$ cat src/rtl/capture_ctrl.sv
// capture_ctrl: circular-buffer capture sequencing and single-channel dump to host
module capture_ctrl #(
  parameter int ENTRIES = 384,
  parameter int LOG2 = 9
) (
  input  logic            clk,
  input  logic            rst,
  input  logic            wrt_smpl,
  input  logic            run,
  input  logic            stop,
  input  logic            trig,
  input  logic [LOG2-1:0] trig_pos,
  input  logic            dump,
  input  logic [2:0]      ch_sel,
  input  logic [7:0]      rdataCH1,
  input  logic [7:0]      rdataCH2,
  input  logic [7:0]      rdataCH3,
  input  logic [7:0]      rdataCH4,
  input  logic [7:0]      rdataCH5,
  input  logic            resp_sent,
  output logic            we,
  output logic [LOG2-1:0] waddr,
  output logic [LOG2-1:0] raddr,
  output logic [7:0]      resp,
  output logic            send_resp,
  output logic            armed,
  output logic            triggered,
  output logic            capture_done,
  output logic            dump_done
);
  typedef enum logic [2:0] {IDLE, ARMED, TRIG, DONE, DRD, DSEND, DWAIT} state_t;
  state_t r_state;
  logic [LOG2:0] r_pre_cnt, r_post_cnt, r_byte_cnt;
  logic [2:0] r_ch;
  logic [LOG2-1:0] r_waddr, r_raddr;
  logic [7:0] r_resp;
  logic r_send, r_done;
  logic [LOG2:0] w_tp, w_post_tgt, w_post_nxt, w_byte_nxt;
  logic [LOG2-1:0] w_waddr_nxt, w_raddr_nxt;
  logic [7:0] w_rdata;
  logic w_trig_ok, w_ch_ok;
  // trigger position is clamped so at least one post-trigger sample is kept
  assign w_tp = ({1'b0, trig_pos} >= (LOG2+1)'(ENTRIES)) ? (LOG2+1)'(ENTRIES-1) : {1'b0, trig_pos};
  assign w_post_tgt = (LOG2+1)'(ENTRIES) - w_tp;
  assign w_post_nxt = r_post_cnt + 1'b1;
  assign w_byte_nxt = r_byte_cnt + 1'b1;
  assign w_waddr_nxt = (r_waddr == LOG2'(ENTRIES-1)) ? '0 : r_waddr + 1'b1;
  assign w_raddr_nxt = (r_raddr == LOG2'(ENTRIES-1)) ? '0 : r_raddr + 1'b1;
  assign w_trig_ok = trig & wrt_smpl & (r_pre_cnt >= w_tp);
  assign w_ch_ok = (ch_sel >= 3'd1) && (ch_sel <= 3'd5);
  assign w_rdata = (r_ch == 3'd1) ? rdataCH1 :
                   (r_ch == 3'd2) ? rdataCH2 :
                   (r_ch == 3'd3) ? rdataCH3 :
                   (r_ch == 3'd4) ? rdataCH4 : rdataCH5;
  assign we = wrt_smpl & ((r_state == ARMED) | (r_state == TRIG));
  assign waddr = r_waddr;
  assign raddr = r_raddr;
  assign resp = r_resp;
  assign send_resp = r_send;
  assign dump_done = r_done;
  assign armed = (r_state == ARMED);
  assign triggered = (r_state == TRIG);
  assign capture_done = (r_state == DONE) | (r_state == DRD) | (r_state == DSEND) | (r_state == DWAIT);
  // capture/dump sequencer; stop aborts everything but keeps waddr
  always_ff @(posedge clk or posedge rst) begin
    if (rst) begin
      r_state <= IDLE;
      r_pre_cnt <= '0;
      r_post_cnt <= '0;
      r_byte_cnt <= '0;
      r_ch <= '0;
      r_waddr <= '0;
      r_raddr <= '0;
      r_resp <= '0;
      r_send <= 1'b0;
      r_done <= 1'b0;
    end else if (stop) begin
      r_state <= IDLE;
      r_pre_cnt <= '0;
      r_post_cnt <= '0;
      r_byte_cnt <= '0;
      r_ch <= '0;
      r_raddr <= '0;
      r_resp <= '0;
      r_send <= 1'b0;
      r_done <= 1'b0;
    end else begin
      r_send <= 1'b0;
      r_done <= 1'b0;
      case (r_state)
        IDLE, DONE: begin
          if (run) begin
            r_state <= ARMED;
            r_waddr <= '0;
            r_pre_cnt <= '0;
            r_post_cnt <= '0;
          end else if ((r_state == DONE) && dump && w_ch_ok) begin
            r_ch <= ch_sel;
            r_raddr <= r_waddr;
            r_byte_cnt <= '0;
            r_state <= DRD;
          end
        end
        ARMED: begin
          if (wrt_smpl) begin
            r_waddr <= w_waddr_nxt;
            r_pre_cnt <= (r_pre_cnt == (LOG2+1)'(ENTRIES)) ? r_pre_cnt : r_pre_cnt + 1'b1;
            if (w_trig_ok) begin
              r_post_cnt <= (LOG2+1)'(1);
              r_state <= (w_post_tgt == (LOG2+1)'(1)) ? DONE : TRIG;
            end
          end
        end
        TRIG: begin
          if (wrt_smpl) begin
            r_waddr <= w_waddr_nxt;
            r_post_cnt <= w_post_nxt;
            if (w_post_nxt == w_post_tgt) r_state <= DONE;
          end
        end
        DRD: r_state <= DSEND;
        DSEND: begin
          r_resp <= w_rdata;
          r_send <= 1'b1;
          r_state <= DWAIT;
        end
        DWAIT: begin
          if (resp_sent) begin
            r_raddr <= w_raddr_nxt;
            r_byte_cnt <= w_byte_nxt;
            r_done <= (w_byte_nxt == (LOG2+1)'(ENTRIES));
            r_state <= (w_byte_nxt == (LOG2+1)'(ENTRIES)) ? DONE : DRD;
          end
        end
        default: r_state <= IDLE;
      endcase
    end
  end
endmodule

$ cat config.mk
export PLATFORM = sky130hd
export DESIGN_NAME = capture_ctrl
export DESIGN_NICKNAME = d
export VERILOG_FILES = /design/src/rtl/capture_ctrl.sv
export SDC_FILE = /design/constraint.sdc
export NUM_CORES = 1
export LEC_CHECK = 0
export CORE_ASPECT_RATIO = 1.75
export CORE_MARGIN = 1
export CORE_UTILIZATION = 35
export DETAILED_ROUTE_END_ITERATION = 8
export HOLD_SLACK_MARGIN = 0.06
export PLACE_DENSITY = 0.59
export SYNTH_ARGS = -nofsm -noshare
export SYNTH_HDL_FRONTEND = slang
export SYNTH_SLANG_ARGS = --single-unit
$ cat constraint.sdc
create_clock -name clk -period 4.5 [get_ports clk]
set_input_delay 0.9 -clock clk [delete_from_list [all_inputs] [get_ports clk]]
set_output_delay 0.9 -clock clk [all_outputs]
set_load 0.005 [all_outputs]
==> impl_metrics.csv, run 1 <==
group,metric,value,unit
run_status,status,"finished, final reports clean",
finish,fill_cells,1271,
cts,cts_buffer_depth,2,
critical_path,critical_path_class,"input port to flop",
global_routing,grt_pass1_vias,4651,
pwr,peakVddDrop,0.000183,V
yosys,synth_area,4730,sq um
min_path,hold_class,"flop to flop",
critical_path,worstPathArrival,4.13,ns
finish,areaGrowthSynthToFinish,28.6,%
yosys,synth.top_cell.area_share,33.9,%
cts,post_cts_resized,0,
finish,fin_util,46.5,%
finish,diodes,0,
route,drc,0,
critical_path,reg2reg_to,"raddr[0]",
route,routed_wl,13.7,mm
critical_path,reg2reg_depth,7,
critical_path,critPathBufInv,1,
floorplanning,core,13100,sq um
yosys,async_reset_ff_share,100,%
min_path,min_to,"r_post_cnt[9]",
timing,fin_crit_sh,87.1,%
cts,postCtsSetupBuffers,0,
yosys,ys.flop_type,"dfrtp_1",
route,vias_per_cell,5.66,
critical_path,reg2reg_setup_slack,1.36,ns
yosys,ys_ff_latch,64,
global_routing,grt_max_degree,42,
timing,clock.fmax,0.255,GHz
timing,setup_viol,0,
global_routing,grt_overflow,0,
yosys,ys_warn_count,0,
critical_path,r2r_start,"r_state[2]",
timing,min_period,3.92,ns
timing,drv_slew,0,
finish,final_nets,731,
place,post-dp-hpwl,10.4,mm
global_routing,grt_pass1_wl,22.9,mm
flow_run,maxCapViolCount,0,
timing,relSlewSlack,38.7,%
yosys,syn_nets,655,
route,wire_per_inst,16.6,microns
critical_path,critPathMaxStageDelay,0.49,ns
critical_path,crit_path_top_delay_cell,"or4b_4",
timing,final.setup.tns,0,ns
finish,seqCellArea,1600,sq um
global_routing,antenna_found_initial,0,
floorplanning,start_util,36.2,%
critical_path,path_cells,"clkdlybuf4s50_1, and2_1, nor2_1, ha_1, or4b_4, o31a_1, a211o_1, a2111oi_2, a41oi_1, or2_4, mux2_4",
pwr,power.density,326,nW/um^2
critical_path,crit_path_start_kind,"input port",
timing,rsz0062_at_grt,"false",
finish,drive_gt1_share,8.07,%
yosys,ys_types,63,
cts,cts_buffers,9,
yosys,synth_edf_count,0,
floorplanning,io_pins,92,
cts,clkTransAtPathRegs,0.05,ns
global_routing,track_usage,20.2,%
finish,multi_input_area,2910,sq um
cts,clock_latency,0.32,ns
pwr,p_total,1.98,mW
min_path,hold_depth,2,
timing,hold_violations,0,
yosys,ys_seq_area_share,33.9,%
cts,cts_tree,"done",
critical_path,cp_top_family,"simple AND/OR/NAND/NOR gates",
timing,finalClockSkew,0.00617,ns
yosys,avgSynthCellArea,8.19,sq um
critical_path,required,4.71,ns
cts,htreeDepth,3,
route,drtIter0Drc,216,
critical_path,crit_path_max_fanout,5,
cts,cts-root-buf,"clkbuf_16",
place,port_buffers,91,
place,place_congestion,0.888,
route,dr.pass1.iters,5,
yosys,synth_cells,577,
floorplanning,dieArea,14000,sq um
route,drt.antenna.violating_nets,0,
yosys,ys_top_cells_by_count,"o21ai_0 (79), nor2_1 (68), dfrtp_1 (64), nand2_1 (47), clkbuf_1 (32)",
pwr,p_leak,2.46,nW
floorplanning,die_x,89.9,microns
floorplanning,die-height,156,microns
cts,cts_sinks,64,
yosys,yosys-top-cells-area,"dfrtp_1 (34%), o21ai_0 (8.4%), nor2_1 (5.4%)",
min_path,hold_path_startpoint,"r_post_cnt[9]",
cts,hold_buffers,0,
route,vias,4685,
yosys,synth.most_common_cell,"o21ai_0",
floorplanning,rows,55,
yosys,synth_top_area_cell,"dfrtp_1",
timing,timing_worst_slew_pin_value,0.920,ns
critical_path,critPathCaptureType,"flop",
registers in the layout (all words and copies together), names as in the netlist:
register	count
raddr	9
dump_done	1
r_ch	3
send_resp	1
r_post_cnt	10
r_pre_cnt	10
waddr	9
resp	8
r_byte_cnt	10
r_state	3
power by group:
group	leakage [nW]	total, mW	internal (mW)	switching (mW)
registers	0.889	0.705	0.614	0.0905
clock network	0.144	0.671	0.429	0.243
logic	1.43	0.604	0.287	0.317
layout by cell type, fill, tap and decap left out, types with 7 or more instances in the layout:
cell type / n
nor2_1: 68
ha_1: 18
a21oi_1: 26
nand2_1: 47
or3_1: 12
mux4_2: 8
o21ai_0: 79
nand2b_1: 15
clkbuf_16: 9
dfrtp_1: 64
and3_1: 15
xnor2_1: 11
a311oi_1: 9
inv_1: 20
mux2i_1: 7
buf_4: 9
nor3_1: 9
clkdlybuf4s50_1: 91
nand3_1: 25
o31ai_1: 18
nor2b_1: 8
routing by layer:
metal,up-vias,routed length (microns),part of all wire [%],track usage (%)
met5,-,0,0,0
met4,0,534,3.9,10.5
met3,38,686,5.0,3.90
met2,160,7160,52,38.0
met1,2222,5350,39,21.2
li1,2265,-,-,-
layout make-up:
cell class / instances / area share [%]
sequential: 64 / 26.3
clock inverter: 2 / 0.206
timing repair buffer: 100 / 16.1
clock buffer: 13 / 4.61
multi-input combinational: 457 / 47.9
inverter: 21 / 1.30
tap: 171 / 3.52
worst min-delay path, cell delays in order (launching register included):
cell and delay [ns]:
dfrtp_1 0.33, o21ai_0 0.07, o21ai_0 0.07
cell families after synthesis:
| logic type | count (synthesis) | synth area share, % |
|---|---|---|
| and+or+nand+nor | 229 | 24.2 |
| AOI/OAI and AO/OA | 176 | 23.5 |
| adders and majority gates | 18 | 4.76 |
| DFF | 64 | 33.9 |
| xor gates and xnor gates | 16 | 2.96 |
| muxes | 18 | 6.09 |
| buffers and inverters | 56 | 4.61 |
worst max-delay path by stage:
stage | cells past startpoint | startpoint | to | slack, ns
6_report | 11 | trig_pos[8] | r_state[0] | 0.58
5_1_grt | 11 | trig_pos[8] | r_state[0] | 0.40
4_1_cts | 11 | trig_pos[8] | r_state[0] | 0.61
3_5_place_dp | 11 | trig_pos[8] | r_state[0] | 0.26
3_3_place_gp | 11 | trig_pos[8] | r_state[0] | 0.34
2_1_floorplan | 12 | trig_pos[8] | r_state[0] | 0.54
through the flow:
step | cell area, sq um | setup WS (ns) | cells | hold WS [ns]
final | 6080 | 0.582 | 828 | 0.512
after floorplan | 4730 | 0.536 | 577 | 0.470
after global placement | 5790 | 0.341 | 813 | 0.493
after detailed placement | 5790 | 0.265 | 813 | 0.502
after global routing | 6080 | 0.396 | 828 | 0.546
after CTS | 6080 | 0.609 | 828 | 0.515
(Power assumes the default switching activity.)
==> run 2: changes to the inputs <==
--- a/config.mk
+++ b/config.mk
@@ -9,6 +9,7 @@
 export CORE_MARGIN = 1
 export CORE_UTILIZATION = 35
 export DETAILED_ROUTE_END_ITERATION = 8
+export GPL_TIMING_DRIVEN = 0
 export HOLD_SLACK_MARGIN = 0.06
 export PLACE_DENSITY = 0.59
 export SYNTH_ARGS = -nofsm -noshare
==> impl_metrics.csv, run 2 (synthesized netlist as in run 1, its figures left out) <==
group,metric,value,unit
cts,clkTransAtPathRegs,0.05,ns
global_routing,antenna_found_initial,0,
cts,clock_latency,0.33,ns
place,post-dp-hpwl,11.1,mm
finish,top_regs,"r_byte_cnt x10, r_post_cnt x10, r_pre_cnt x10",
route,drt.antenna.violating_nets,0,
place,place_area,5810,sq um
timing,min_period,4.14,ns
cts,cts_sinks,64,
place,place_congestion,0.812,
timing,clock.fmax,0.241,GHz
finish,seqCellArea,1600,sq um
critical_path,crit_path_max_fanout,9,
route,dr.pass1.iters,4,
timing,drv_slew,0,
route,vias,4710,
route,drc,0,
global_routing,grt_overflow,0,
timing,rsz0062_at_grt,"false",
timing,final.setup.tns,0,ns
timing,timing_worst_slew_pin_value,1.00,ns
cts,hold_buffers,0,
cts,post_cts_resized,0,
timing,hold_violations,0,
pwr,p_leak,2.43,nW
cts,cts_buffer_depth,2,
place,port_buffers,87,
finish,diodes,0,
floorplanning,start_util,36.2,%
timing,relSlewSlack,32.6,%
timing,setup_viol,0,
critical_path,worstPathArrival,4.35,ns
run_status,status,"finished, final reports clean",
route,drtIter0Drc,316,
global_routing,grt_pass1_wl,23.8,mm
finish,stdcell_area,6070,sq um
finish,areaGrowthSynthToFinish,28.4,%
cts,postCtsSetupBuffers,0,
floorplanning,core,13100,sq um
cts,cts_tree,"done",
global_routing,grt_pass1_vias,4806,
floorplanning,rows,55,
global_routing,track_usage,21.1,%
finish,final_common_cell,"clkdlybuf4s50_1",
route,vias_per_cell,5.54,
floorplanning,dieArea,14000,sq um
critical_path,critPathCaptureType,"flop",
flow_run,maxCapViolCount,0,
pwr,power.density,321,nW/um^2
finish,fill_cells,1298,
global_routing,grt_max_degree,65,
finish,multi_input_area,2910,sq um
critical_path,required,4.71,ns
cts,htreeDepth,3,
finish,final_nets,753,
cts,cts-root-buf,"clkbuf_16",
floorplanning,die_x,89.9,microns
critical_path,critical_path_class,"input port to flop",
floorplanning,die-height,156,microns
floorplanning,io_pins,92,
min_path,hold_class,"flop to flop",
route,wire_per_inst,16.8,microns
critical_path,crit_path_start_kind,"input port",
finish,drive_gt1_share,6.19,%
cts,cts_buffers,9,
timing,finalClockSkew,0.00805,ns
finish,final_cell_mix,"clkdlybuf4s50_1 (87), o21ai_0 (79), nor2_1 (68)",
pwr,peakVddDrop,0.000215,V
timing,fin_crit_sh,92.1,%
route,routed_wl,14.3,mm
## run 2: where the power goes
| part | total [mW] | internal (mW) | switching [mW] |
|---|---|---|---|
| registers | 0.664 | 0.615 | 0.0490 |
| clock network | 0.609 | 0.366 | 0.243 |
| logic | 0.672 | 0.294 | 0.378 |
| total | 1.95 | 1.28 | 0.671 |
## run 2: critical path: stages
cell and delay (ns):
clkbuf_1 0.21, and2_1 0.22, clkbuf_1 0.20, nor2_1 0.25, ha_1 0.30, or4b_4 0.52, o31a_1 0.29, a211o_1 0.29
a2111oi_2 0.35, a41oi_1 0.21, or2_4 0.31, mux2_4 0.30
## run 2: worst paths after layout
kind                       slack (ns)  cells after the start     startpoint      endpoint
setup / recovery                 0.36                     12    trig_pos[8]    r_state[0]
hold / removal                   0.52                      2        resp[2]       resp[2]
setup reg to reg                 1.46                      8  r_post_cnt[0]    r_state[0]
hold reg to reg                  0.52                      2        resp[2]       resp[2]
max in group asynchronous        2.85                      2            rst      raddr[1]
min in group asynchronous        1.08                      2            rst  r_pre_cnt[6]
## run 2: through the flow
| stage | power, mW | instances | hold WS, ns | utilization [%] | worst slack [ns] |
|---|---|---|---|---|---|
| after CTS | 1.96 | 850 | 0.521 | 46.4 | 0.370 |
| final | 1.95 | 850 | 0.518 | 46.4 | 0.358 |
| after detailed placement | 1.34 | 835 | 0.507 | 44.5 | 0.0477 |
| after global routing | 2.07 | 850 | 0.555 | 46.4 | 0.0926 |
| after global placement | 1.33 | 835 | 0.496 | 44.4 | 0.0801 |
| after floorplan | 1.07 | 577 | 0.470 | - | 0.536 |
## run 2: layer usage
layer,up-vias,routed length (microns),track usage [%],part of all wire (%)
li1,2313,-,-,-
met1,2225,5500,22.1,38
met2,147,7790,40.7,54
met3,25,630,3.36,4.4
met4,0,394,9.75,2.8
met5,-,0,0,0
## run 2: layout make-up
cell class	count	area share [%]
multi-input combinational	457	47.9
timing repair buffer	87	14.3
inverter	21	1.34
sequential	64	26.4
clock buffer	11	3.83
buffer	35	2.29
tap	171	3.53
clock inverter	4	0.371
